### config.mk
export PLATFORM = sky130hd
export DESIGN_NAME = uart_tx_flat
export DESIGN_NICKNAME = d
export VERILOG_FILES = /design/src/rtl/uart_pkg.sv /design/src/rtl/uart_tx_if.sv /design/src/rtl/uart_baud_gen.sv /design/src/rtl/uart_tx.sv /design/src/flat_wrapper.sv
export SDC_FILE = /design/constraint.sdc
export NUM_CORES = 1
export LEC_CHECK = 0
export BUFFER_PORTS_ARGS = -buffer_cell sky130_fd_sc_hd__buf_4
export CAP_MARGIN = 20
export CORE_UTILIZATION = 54
export CTS_BUF_LIST = sky130_fd_sc_hd__clkbuf_2 sky130_fd_sc_hd__clkbuf_4 sky130_fd_sc_hd__clkbuf_8
export CTS_CLUSTER_SIZE = 14
export DETAILED_ROUTE_END_ITERATION = 8
export PLACE_DENSITY_LB_ADDON = 0.08
export SLEW_MARGIN = 20
export SYNTH_ARGS = -nofsm -noshare
export SYNTH_HDL_FRONTEND = slang
export SYNTH_SLANG_ARGS = --single-unit
### constraint.sdc
create_clock -name clk -period 2.2 [get_ports clk]
set_input_delay 0.66 -clock clk [delete_from_list [all_inputs] [get_ports clk]]
set_output_delay 0.66 -clock clk [all_outputs]
set_load 0.005 [all_outputs]
### src/rtl/uart_pkg.sv
// Shared UART definitions: FSM state encoding, framing constants and the
// frame builder used by the transmitter (and later the receiver).
package uart_pkg;

  typedef enum logic {
    IDLE     = 1'b0,
    TX_STATE = 1'b1
  } uart_state_t;

  localparam int BAUD_DIV_115K2 = 434;
  localparam int FRAME_BITS     = 10;

  // 8N1 frame, LSB first on the wire: start (0), data[0..7], stop (1).
  function automatic logic [FRAME_BITS-1:0] make_frame(input logic [7:0] data);
    return {1'b1, data, 1'b0};
  endfunction

endpackage

### src/rtl/uart_tx_if.sv
// Core-side handshake of the UART transmitter: byte strobe, done flag and
// the serial line itself. The core drives through 'master', uart_tx is 'slave'.
interface uart_tx_if;

  logic       trmt;
  logic [7:0] tx_data;
  logic       clr_done;
  logic       TX;
  logic       tx_rdy;
  logic       tx_done;
  logic       busy;

  modport master (
    output trmt, tx_data, clr_done,
    input  TX, tx_rdy, tx_done, busy
  );

  modport slave (
    input  trmt, tx_data, clr_done,
    output TX, tx_rdy, tx_done, busy
  );

endinterface

### src/rtl/uart_baud_gen.sv
// Bit-period timer: a reloadable down-counter that pulses o_bit_tick on the
// last clock of every bit, then reloads itself so bits stay exactly BAUD_DIV long.
module uart_baud_gen
  import uart_pkg::*;
#(
  parameter int BAUD_DIV = BAUD_DIV_115K2
) (
  input  logic clk,
  input  logic rst,
  input  logic i_load,
  input  logic i_en,
  output logic o_bit_tick
);

  localparam int               CNT_W  = $clog2(BAUD_DIV);
  localparam logic [CNT_W-1:0] RELOAD = CNT_W'(BAUD_DIV - 1);

  logic [CNT_W-1:0] r_cnt;

  assign o_bit_tick = i_en && (r_cnt == '0);

  // Reload takes priority over the decrement, so the counter never wraps below 0.
  always_ff @(posedge clk or posedge rst) begin
    if (rst) begin
      r_cnt <= '0;
    end else if (i_load || o_bit_tick) begin
      r_cnt <= RELOAD;
    end else if (i_en) begin
      r_cnt <= r_cnt - 1'b1;
    end
  end

endmodule

### src/rtl/uart_tx.sv
// 8N1 UART transmitter with a one-byte holding register, so a queued byte
// follows the previous stop bit with no idle gap on TX.
module uart_tx
  import uart_pkg::*;
#(
  parameter int BAUD_DIV = BAUD_DIV_115K2
) (
  input  logic       clk,
  input  logic       rst,
  uart_tx_if.slave   bus
);

  uart_state_t           r_state;
  uart_state_t           w_state_next;
  logic [7:0]            r_hold;
  logic                  r_hold_full;
  logic [FRAME_BITS-1:0] r_shift;
  logic [3:0]            r_bit_cnt;
  logic                  r_tx;
  logic                  r_busy;
  logic                  r_tx_done;

  logic w_accept;
  logic w_en;
  logic w_bit_tick;
  logic w_last_bit;
  logic w_load;
  logic w_shift;
  logic w_frame_end;
  logic w_tx_next;

  // A strobe is taken only while the holding register is empty, even if the
  // shifter happens to drain it on the same edge.
  assign w_accept   = bus.trmt && !r_hold_full;
  assign w_en       = (r_state == TX_STATE);
  assign w_last_bit = (r_bit_cnt == 4'(FRAME_BITS - 1));

  uart_baud_gen #(
    .BAUD_DIV (BAUD_DIV)
  ) u_baud_gen (
    .clk        (clk),
    .rst        (rst),
    .i_load     (w_load),
    .i_en       (w_en),
    .o_bit_tick (w_bit_tick)
  );

  // NOTE: state lives in always_ff with non-blocking assignments so every
  // register samples the pre-edge values of every other register.
  always_ff @(posedge clk or posedge rst) begin
    if (rst) begin
      r_state <= IDLE;
    end else begin
      r_state <= w_state_next;
    end
  end

  // NOTE: each always_comb assigns a default to every output first; a path
  // that leaves one unassigned would infer a latch.
  always_comb begin
    w_state_next = r_state;
    case (r_state)
      IDLE:     if (r_hold_full) w_state_next = TX_STATE;
      TX_STATE: if (w_frame_end && !r_hold_full) w_state_next = IDLE;
      default:  w_state_next = IDLE;
    endcase
  end

  always_comb begin
    w_load      = 1'b0;
    w_shift     = 1'b0;
    w_frame_end = 1'b0;
    w_tx_next   = 1'b1;
    case (r_state)
      IDLE: begin
        w_load = r_hold_full;
      end
      TX_STATE: begin
        w_tx_next = r_shift[0];
        if (w_bit_tick) begin
          w_shift = 1'b1;
          if (w_last_bit) begin
            w_frame_end = 1'b1;
            w_load      = r_hold_full;
          end
        end
      end
      default: ;
    endcase
  end

  always_ff @(posedge clk or posedge rst) begin
    if (rst) begin
      r_hold_full <= 1'b0;
    end else if (w_accept) begin
      r_hold_full <= 1'b1;
    end else if (w_load) begin
      r_hold_full <= 1'b0;
    end
  end

  // NOTE: pure data registers carry no reset; they are only ever observed
  // behind r_hold_full or TX_STATE, both of which are reset.
  always_ff @(posedge clk) begin
    if (w_accept) begin
      r_hold <= bus.tx_data;
    end
  end

  always_ff @(posedge clk) begin
    if (w_load) begin
      r_shift <= make_frame(r_hold);
    end else if (w_shift) begin
      r_shift <= {1'b1, r_shift[FRAME_BITS-1:1]};
    end
  end

  always_ff @(posedge clk or posedge rst) begin
    if (rst) begin
      r_bit_cnt <= '0;
    end else if (w_load) begin
      r_bit_cnt <= '0;
    end else if (w_shift) begin
      r_bit_cnt <= r_bit_cnt + 4'd1;
    end
  end

  always_ff @(posedge clk or posedge rst) begin
    if (rst) begin
      r_busy <= 1'b0;
    end else if (w_load) begin
      r_busy <= 1'b1;
    end else if (w_frame_end) begin
      r_busy <= 1'b0;
    end
  end

  // Clearing has priority, so a clr_done on the frame-end edge leaves done low.
  always_ff @(posedge clk or posedge rst) begin
    if (rst) begin
      r_tx_done <= 1'b0;
    end else if (w_accept || bus.clr_done) begin
      r_tx_done <= 1'b0;
    end else if (w_frame_end) begin
      r_tx_done <= 1'b1;
    end
  end

  always_ff @(posedge clk or posedge rst) begin
    if (rst) begin
      r_tx <= 1'b1;
    end else begin
      r_tx <= w_tx_next;
    end
  end

  assign bus.TX      = r_tx;
  assign bus.tx_rdy  = !r_hold_full;
  assign bus.tx_done = r_tx_done;
  assign bus.busy    = r_busy;

endmodule

### src/flat_wrapper.sv
// flat-port wrapper written by rule: the top's interface ports become plain ports
module uart_tx_flat import uart_pkg::*;
#(
  parameter int BAUD_DIV = BAUD_DIV_115K2
)
  (clk, rst, bus_trmt, bus_tx_data, bus_clr_done, bus_TX, bus_tx_rdy, bus_tx_done, bus_busy);
  uart_tx_if bus_i ();
  input  logic clk;
  input  logic rst;
  input wire logic [$bits(bus_i.trmt)-1:0] bus_trmt;
  input wire logic [$bits(bus_i.tx_data)-1:0] bus_tx_data;
  input wire logic [$bits(bus_i.clr_done)-1:0] bus_clr_done;
  output wire logic [$bits(bus_i.TX)-1:0] bus_TX;
  output wire logic [$bits(bus_i.tx_rdy)-1:0] bus_tx_rdy;
  output wire logic [$bits(bus_i.tx_done)-1:0] bus_tx_done;
  output wire logic [$bits(bus_i.busy)-1:0] bus_busy;
  assign bus_i.trmt = bus_trmt;
  assign bus_i.tx_data = bus_tx_data;
  assign bus_i.clr_done = bus_clr_done;
  assign bus_TX = bus_i.TX;
  assign bus_tx_rdy = bus_i.tx_rdy;
  assign bus_tx_done = bus_i.tx_done;
  assign bus_busy = bus_i.busy;
  uart_tx #(.BAUD_DIV(BAUD_DIV)) u_core (.clk(clk), .rst(rst), .bus(bus_i));
endmodule
==> results.md, run 1 <==
* Outcome: finished, final reports clean
* I/O pin count at 16
* Mapped Cells at roughly 130
* Final Hold Vio Count at 0
* Clock root cell: clkbuf_4
* Hold crit path type: input port to async pin
* Non-Filler Instances at 180
* Routed wire per std cell at 17.0 um
* FF-to-FF End: u_core.r_shift[4]
* Synth cell count leaders: 17 x dfrtp_1, 16 x edfxtp_1, 9 x inv_1, 7 x a32o_1, 6 x nand2_1
* R2R depth at 6
* Final Critical Period at 2.10 ns
* Number of synthesized flops with an enable pin at 16
* GRT Util Overall at 0.217
* Area Overhead vs Synth at 14.7%
* Setup TNS Final at 0 ns
* RSZ-0062 raised after global routing: true
* Max-Cap Viols at 0
* R2R setup slack at roughly 0.10 ns
* Most used cell, CP: inv_1
* Routed wire length at 3.07 mm
* Num rows at 19
* Router iterations before antenna repair at 4
* CP top delay family: buffers and inverters
* Clock tree buffer depth at 2
* Hold WS at about 0.42 ns
* Clock Pin Slew Worst Setup and Hold Paths at approximately 0.11 ns
* HPWL after DPL at between 2 and 2.5 mm
* Fmax at 477 MHz
* Pin count of the biggest net entering global routing at 19
* Mapped Avg Cell Area at ~13 um2
* Synth cell types at 43
* Ordered cell list for the critical path: inv_1, ha_1, nor4bb_1, buf_4, a31oi_1, inv_1
* DR vias/cell at approximately 6.2
* Initial core utilization at 0.569
* CP Launch Type: flop
* Share of post-route cells with drive strength above 1 at 0.248
* Critical-path top delay cell: dfrtp_1
* Final Max Tran Viols at 0
* Die Y at between 50 and 60 um
* Net count after synthesis at 140
* Post-route setup slack at ~0.10 ns
* N_diodes at 0
* Final instance area at roughly 1800 um2
* Core Region at 2760 um2
* Crit Path Class: flop to flop
* Worst-Skew Late Latency at approximately 0.34 ns
* Largest cells by area after synthesis: edfxtp_1 31%, dfrtp_1 27%, a32o_1 4.5%, ha_1 2.4%, inv_1 2.2%
* Worst vdd ir at a little over 0.8 mV
* Flops & latches, synth at 35
* Synth warn at 0
* Static leakage at ~0.00075 uW
* Global route total overflow at 0
* Cell taking the most area after synthesis: edfxtp_1
* Placed cell areas at between 1500 and 2000 um2
* Rel. slew slack at 0.545
* DRT iter0 DRCs at around 60
* PwrDens at a little under 1000 nW/um2
* H-tree depth at 2
* FFs w/ async S/R, synth at 0.514
* Worst path required time at 2.20 ns
* Post-synthesis sequential area ratio at 0.606
* Final nets at 163
* Vias in the first global route at 1096
* Netlist Area Pre-Place at approximately 1600 um2
* RR Startpoint: u_core.u_baud_gen.r_cnt[0]
* CTS Buf Count at 5
* I/O Buffers at 15
* Top_reg_cell synth: dfrtp_1
* CP peak stage delay at between 0.4 and 0.5 ns
* Clock sink count at 35
* Dpl ws at between 0.15 and 0.2 ns
* Worst Setup End Kind: flop
* Placer congestion estimate at around 0.81
* CP max FO at 11
* Most frequent cell after synthesis: dfrtp_1
* Worst Skew at between 0.004 and 0.005 ns
* Final setup fails at 0
* FILL cells at between 200 and 250
* Top cell type's share of synthesized area at 0.306
* Global-route wire length before repair at between 5 and 6 mm
* Antenna violation net count after detailed routing at 0
* Vias at about 1.1k
* CP arrival at roughly 2.1 ns
* Setup bufs post-CTS at 0
* Buf/Inv on CP at 3
* Worst slew pin tran at between 0.6 and 0.7 ns
* CTS tree: done
* Die area at about 3100 um2
* Antenna violations before repair at 0
* Die X at 55.9 um
* Tcrit/Tclk final at 0.952
* Cell total after placement at 172
* DRC at 0
==> how the worst max path moves through the flow <==
| stage | startpoint | end | slack (ns) | cells after the start |
|---|---|---|---|---|
| 3_5_place_dp | u_core.u_baud_gen.r_cnt[0] | u_core.r_shift[6] | 0.16 | 6 |
| 4_1_cts | u_core.u_baud_gen.r_cnt[0] | u_core.r_shift[1] | 0.13 | 6 |
| 2_1_floorplan | u_core.u_baud_gen.r_cnt[0] | u_core.r_shift[1] | 0.15 | 5 |
| 5_1_grt | u_core.u_baud_gen.r_cnt[0] | u_core.r_shift[5] | -0.003 | 6 |
| 3_3_place_gp | u_core.u_baud_gen.r_cnt[0] | u_core.r_shift[4] | 0.27 | 6 |
| 6_report | u_core.u_baud_gen.r_cnt[0] | u_core.r_shift[4] | 0.10 | 6 |
==> through the flow <==
step                total power, uW   util
finish                         1770  0.653
global route                   1890  0.653
CTS                            1780  0.653
detailed placement             1430  0.632
global placement               1400  0.632
floorplan                      1280      -
==> layout by cell type, fill, tap and decap left out, drive strengths merged, types with 3 or more instances in the layout <==
master,count
a21oi,3
a22oi,3
a31oi,3
a32o,7
buf,23
clkbuf,5
dfrtp,17
edfxtp,16
ha,3
inv,9
nand2,6
nand3,3
nor2,4
nor2b,3
o21ai,4
o31ai,4
or3,4
or4,4
==> area by class of cell <==
type	instances	area, um2	area share
clock buffer	5	37.5	0.0208
timing repair buffer	23	173	0.0958
multi-input combinational	74	547	0.303
clock inverter	3	20.0	0.0111
tap	31	38.8	0.0215
inverter	9	33.8	0.0187
sequential	35	952	0.528
==> registers in the layout, summed over array words and instances, names as in the netlist <==
| register | flops |
|---|---|
| u_core.r_shift | 9 |
| u_core.u_baud_gen.r_cnt | 9 |
| u_core.r_hold | 8 |
| u_core.r_bit_cnt | 4 |
| u_core.bus.TX | 1 |
| u_core.bus.busy | 1 |
| u_core.bus.tx_done | 1 |
| u_core.r_hold_full | 1 |
| u_core.r_state | 1 |
==> logic make-up (layout without fill, tap and decap cells) <==
| group | count (synthesis) | after routing | synth area share |
|---|---|---|---|
| buf+inv | 16 | 40 | 0.0454 |
| fa+ha+maj | 3 | 3 | 0.0239 |
| xor+xnor | 2 | 2 | 0.0112 |
| simple gates | 36 | 36 | 0.143 |
| compound gates | 33 | 33 | 0.170 |
| flops | 35 | 35 | 0.606 |
==> report_power, final <==
| group | internal, uW | switching [uW] | leakage, uW |
|---|---|---|---|
| logic | 216 | 246 | 0.000351 |
| registers | 823 | 141 | 0.000369 |
| clock network | 122 | 219 | 0.0000272 |
| total | 1160 | 606 | 0.000748 |
==> worst register-to-register path: stages, from the launching register on <==
cell and delay (ns):
dfrtp_1 0.41, inv_1 0.07, ha_1 0.19, nor4bb_1 0.40, buf_4 0.21, a31oi_1 0.10
inv_1 0.37
==> routing by layer <==
layer	vias up	wire length [um]	GRT usage
met5	-	0	0
met3	7	160	0.0767
met1	537	1420	0.301
li1	531	-	-
met4	0	68	0.115
met2	42	1420	0.301
==> timing repair <==
action                                  in CTS  in global routing
endpoints found under the setup margin       0                  1
hold endpoints to repair                     0                  0
gates resized for setup                      0                  0
hold buffers                                 0                  0
No activity file was read; power rests on OpenSTA's default activity.
==> run 2: changes to the inputs <==
--- a/config.mk
+++ b/config.mk
@@ -7,6 +7,7 @@
 export LEC_CHECK = 0
 export BUFFER_PORTS_ARGS = -buffer_cell sky130_fd_sc_hd__buf_4
 export CAP_MARGIN = 20
+export CORE_ASPECT_RATIO = 1.25
 export CORE_UTILIZATION = 54
 export CTS_BUF_LIST = sky130_fd_sc_hd__clkbuf_2 sky130_fd_sc_hd__clkbuf_4 sky130_fd_sc_hd__clkbuf_8
 export CTS_CLUSTER_SIZE = 14
==> run 2 against run 1 <==
  * Global-route usage decreased by 0.99 points
  * Routed wire length fell by 8.7%
  * Clock power up 37%
==> results.md, run 2 (synthesis gave the netlist of run 1 again) <==
* Final setup fails at 0
* Antenna violations before repair at 0
* Num rows at 21
* Routed wire length at roughly 2.8 mm
* CP max FO at 12
* Hold buffer count at cts at 0
* Global-route wire length before repair at 4.82 mm
* I/O Buffers at 15
* H-tree depth at 2
* FILL cells at between 200 and 250
* Share of post-route cells with drive strength above 1 at 0.248
* Clock root cell: clkbuf_4
* RSZ-0062 raised after global routing: false
* Most frequent cells in the layout: 23 x buf_4, 17 x dfrtp_1, 16 x edfxtp_1
* Clock sink count at 35
* Core Region at approximately 2700 um2
* Worst Skew at ~0.028 ns
* Tcrit/Tclk final at 0.915
* GRT Util Overall at 0.207
* Final Max Tran Viols at 0
* Final Critical Period at around 2 ns
* HPWL after DPL at roughly 2.0 mm
* CP Launch Type: flop
* Routed wire per std cell at 15.3 um
* Outcome: finished, final reports clean
* Die area at ~3100 um2
* CP arrival at around 2.2 ns
* Crit Path Class: flop to flop
* DRC at 0
* Area of the multi-input gates at around 550 um2
* Worst Setup End Kind: flop
* Worst-Skew Late Latency at approximately 0.35 ns
* Critical-path top delay cell: or4_4
* Die Y at between 60 and 70 um
* PwrDens at between 1000 and 1500 nW/um2
* Initial core utilization at 0.575
* Worst path required time at between 2 and 2.5 ns
* Fmax at between 400 and 500 MHz
* Vias in the first global route at 1029
* Clock Pin Slew Worst Setup and Hold Paths at around 0.13 ns
* Static leakage at ~0.00076 uW
* CTS tree: done
* Setup TNS Final at 0 ns
* Die X at roughly 50 um
* I/O pin count at 16
* DR vias/cell at 6.03
* Pin count of the biggest net entering global routing at 19
* Router iterations before antenna repair at 5
* Vias at about 1.1k
* Area Overhead vs Synth at 16.5%
* Ordered cell list for the critical path: or4_4, o41ai_2, buf_4, a32o_1
* Global route total overflow at 0
* Final Hold Vio Count at 0
* CP peak stage delay at 0.60 ns
* Commonest non-fill, non-tap cell in the layout: buf_4
* Biggest regs: u_core.r_shift: 9 flops, u_core.u_baud_gen.r_cnt: 9 flops, u_core.r_hold: 8 flops
* Placer congestion estimate at 0.824
* Worst slew pin tran at between 0.6 and 0.7 ns
* Hold crit path type: input port to async pin
* Buf/Inv on CP at 1
* Antenna violation net count after detailed routing at 0
* Final nets at between 150 and 200
* CTS Buf Count at 5
* Worst vdd ir at around 0.86 mV
* Setup bufs post-CTS at 0
* N_diodes at 0
* Total power draw at around 1900 uW
* Rel. slew slack at 0.534
* DRT iter0 DRCs at 33
* Max-Cap Viols at 0
* R2R setup slack at 0.19 ns
* Cells resized by post-CTS repair at 0
* Register area at around 950 um2
* CP top delay family: simple AND/OR/NAND/NOR gates
* Clock tree buffer depth at 2
## run 2: changes by cell type in the layout (fill, tap and decap cells not counted), sizes merged
cell      change
clkinvlp      -2
bufinv        +1
clkinv        +1
## run 2: routing by layer
metal / vias up / track usage / routed length [um]
li1: 533 / - / -
met1: 533 / 0.256 / 1260
met2: 32 / 0.340 / 1380
met3: 5 / 0.0515 / 111
met4: 0 / 0.0857 / 47
met5: - / 0 / 0
## run 2: per-stage QoR
| stage | setup slack [ns] | cell area, um2 | cells | hold slack [ns] | util |
|---|---|---|---|---|---|
| CTS | 0.168 | 1830 | 183 | 0.426 | 0.669 |
| global placement | 0.297 | 1750 | 175 | 0.430 | 0.640 |
| global route | 0.0203 | 1830 | 183 | 0.457 | 0.669 |
| floorplan | 0.148 | 1570 | 125 | 0.419 | - |
| finish | 0.187 | 1830 | 183 | 0.403 | 0.669 |
| detailed placement | 0.269 | 1750 | 175 | 0.438 | 0.640 |
## run 2: final timing paths
| kind | startpoint | endpoint | depth (start not counted) |
|---|---|---|---|
| worst max-delay path | u_core.u_baud_gen.r_cnt[3] | u_core.r_shift[5] | 4 |
| worst min register to register | u_core.r_shift[0] | u_core.bus.TX | 1 |
| min in group clk | u_core.r_shift[0] | u_core.bus.TX | 1 |
| max in group asynchronous | rst | u_core.bus.tx_done | 2 |
| worst min-delay path | rst | u_core.u_baud_gen.r_cnt[1] | 2 |
| worst max register to register | u_core.u_baud_gen.r_cnt[3] | u_core.r_shift[5] | 4 |
## run 2: cell type report
type                    count  area share
clock buffers               5      0.0205
clock inverters             3      0.0239
inverters                   9      0.0185
multi-input cells          74       0.299
flip-flops and latches     35       0.521
well taps                  34      0.0233
repair buffers             23      0.0944
## run 2: power by group
part | switching, uW | total (uW) | internal [uW]
combinational | 248 | 470 | 222
sequential | 139 | 961 | 822
clock | 227 | 466 | 239
## run 2: worst reg2reg max path, delay by kind of cell (launching register included)
| family | cells | cell delay, ns |
|---|---|---|
| AO/OA/AOI/OAI | 2 | 0.54 |
| flip-flops | 1 | 0.48 |
| AND/OR/NAND/NOR | 1 | 0.60 |
| buffers and inverters | 1 | 0.25 |
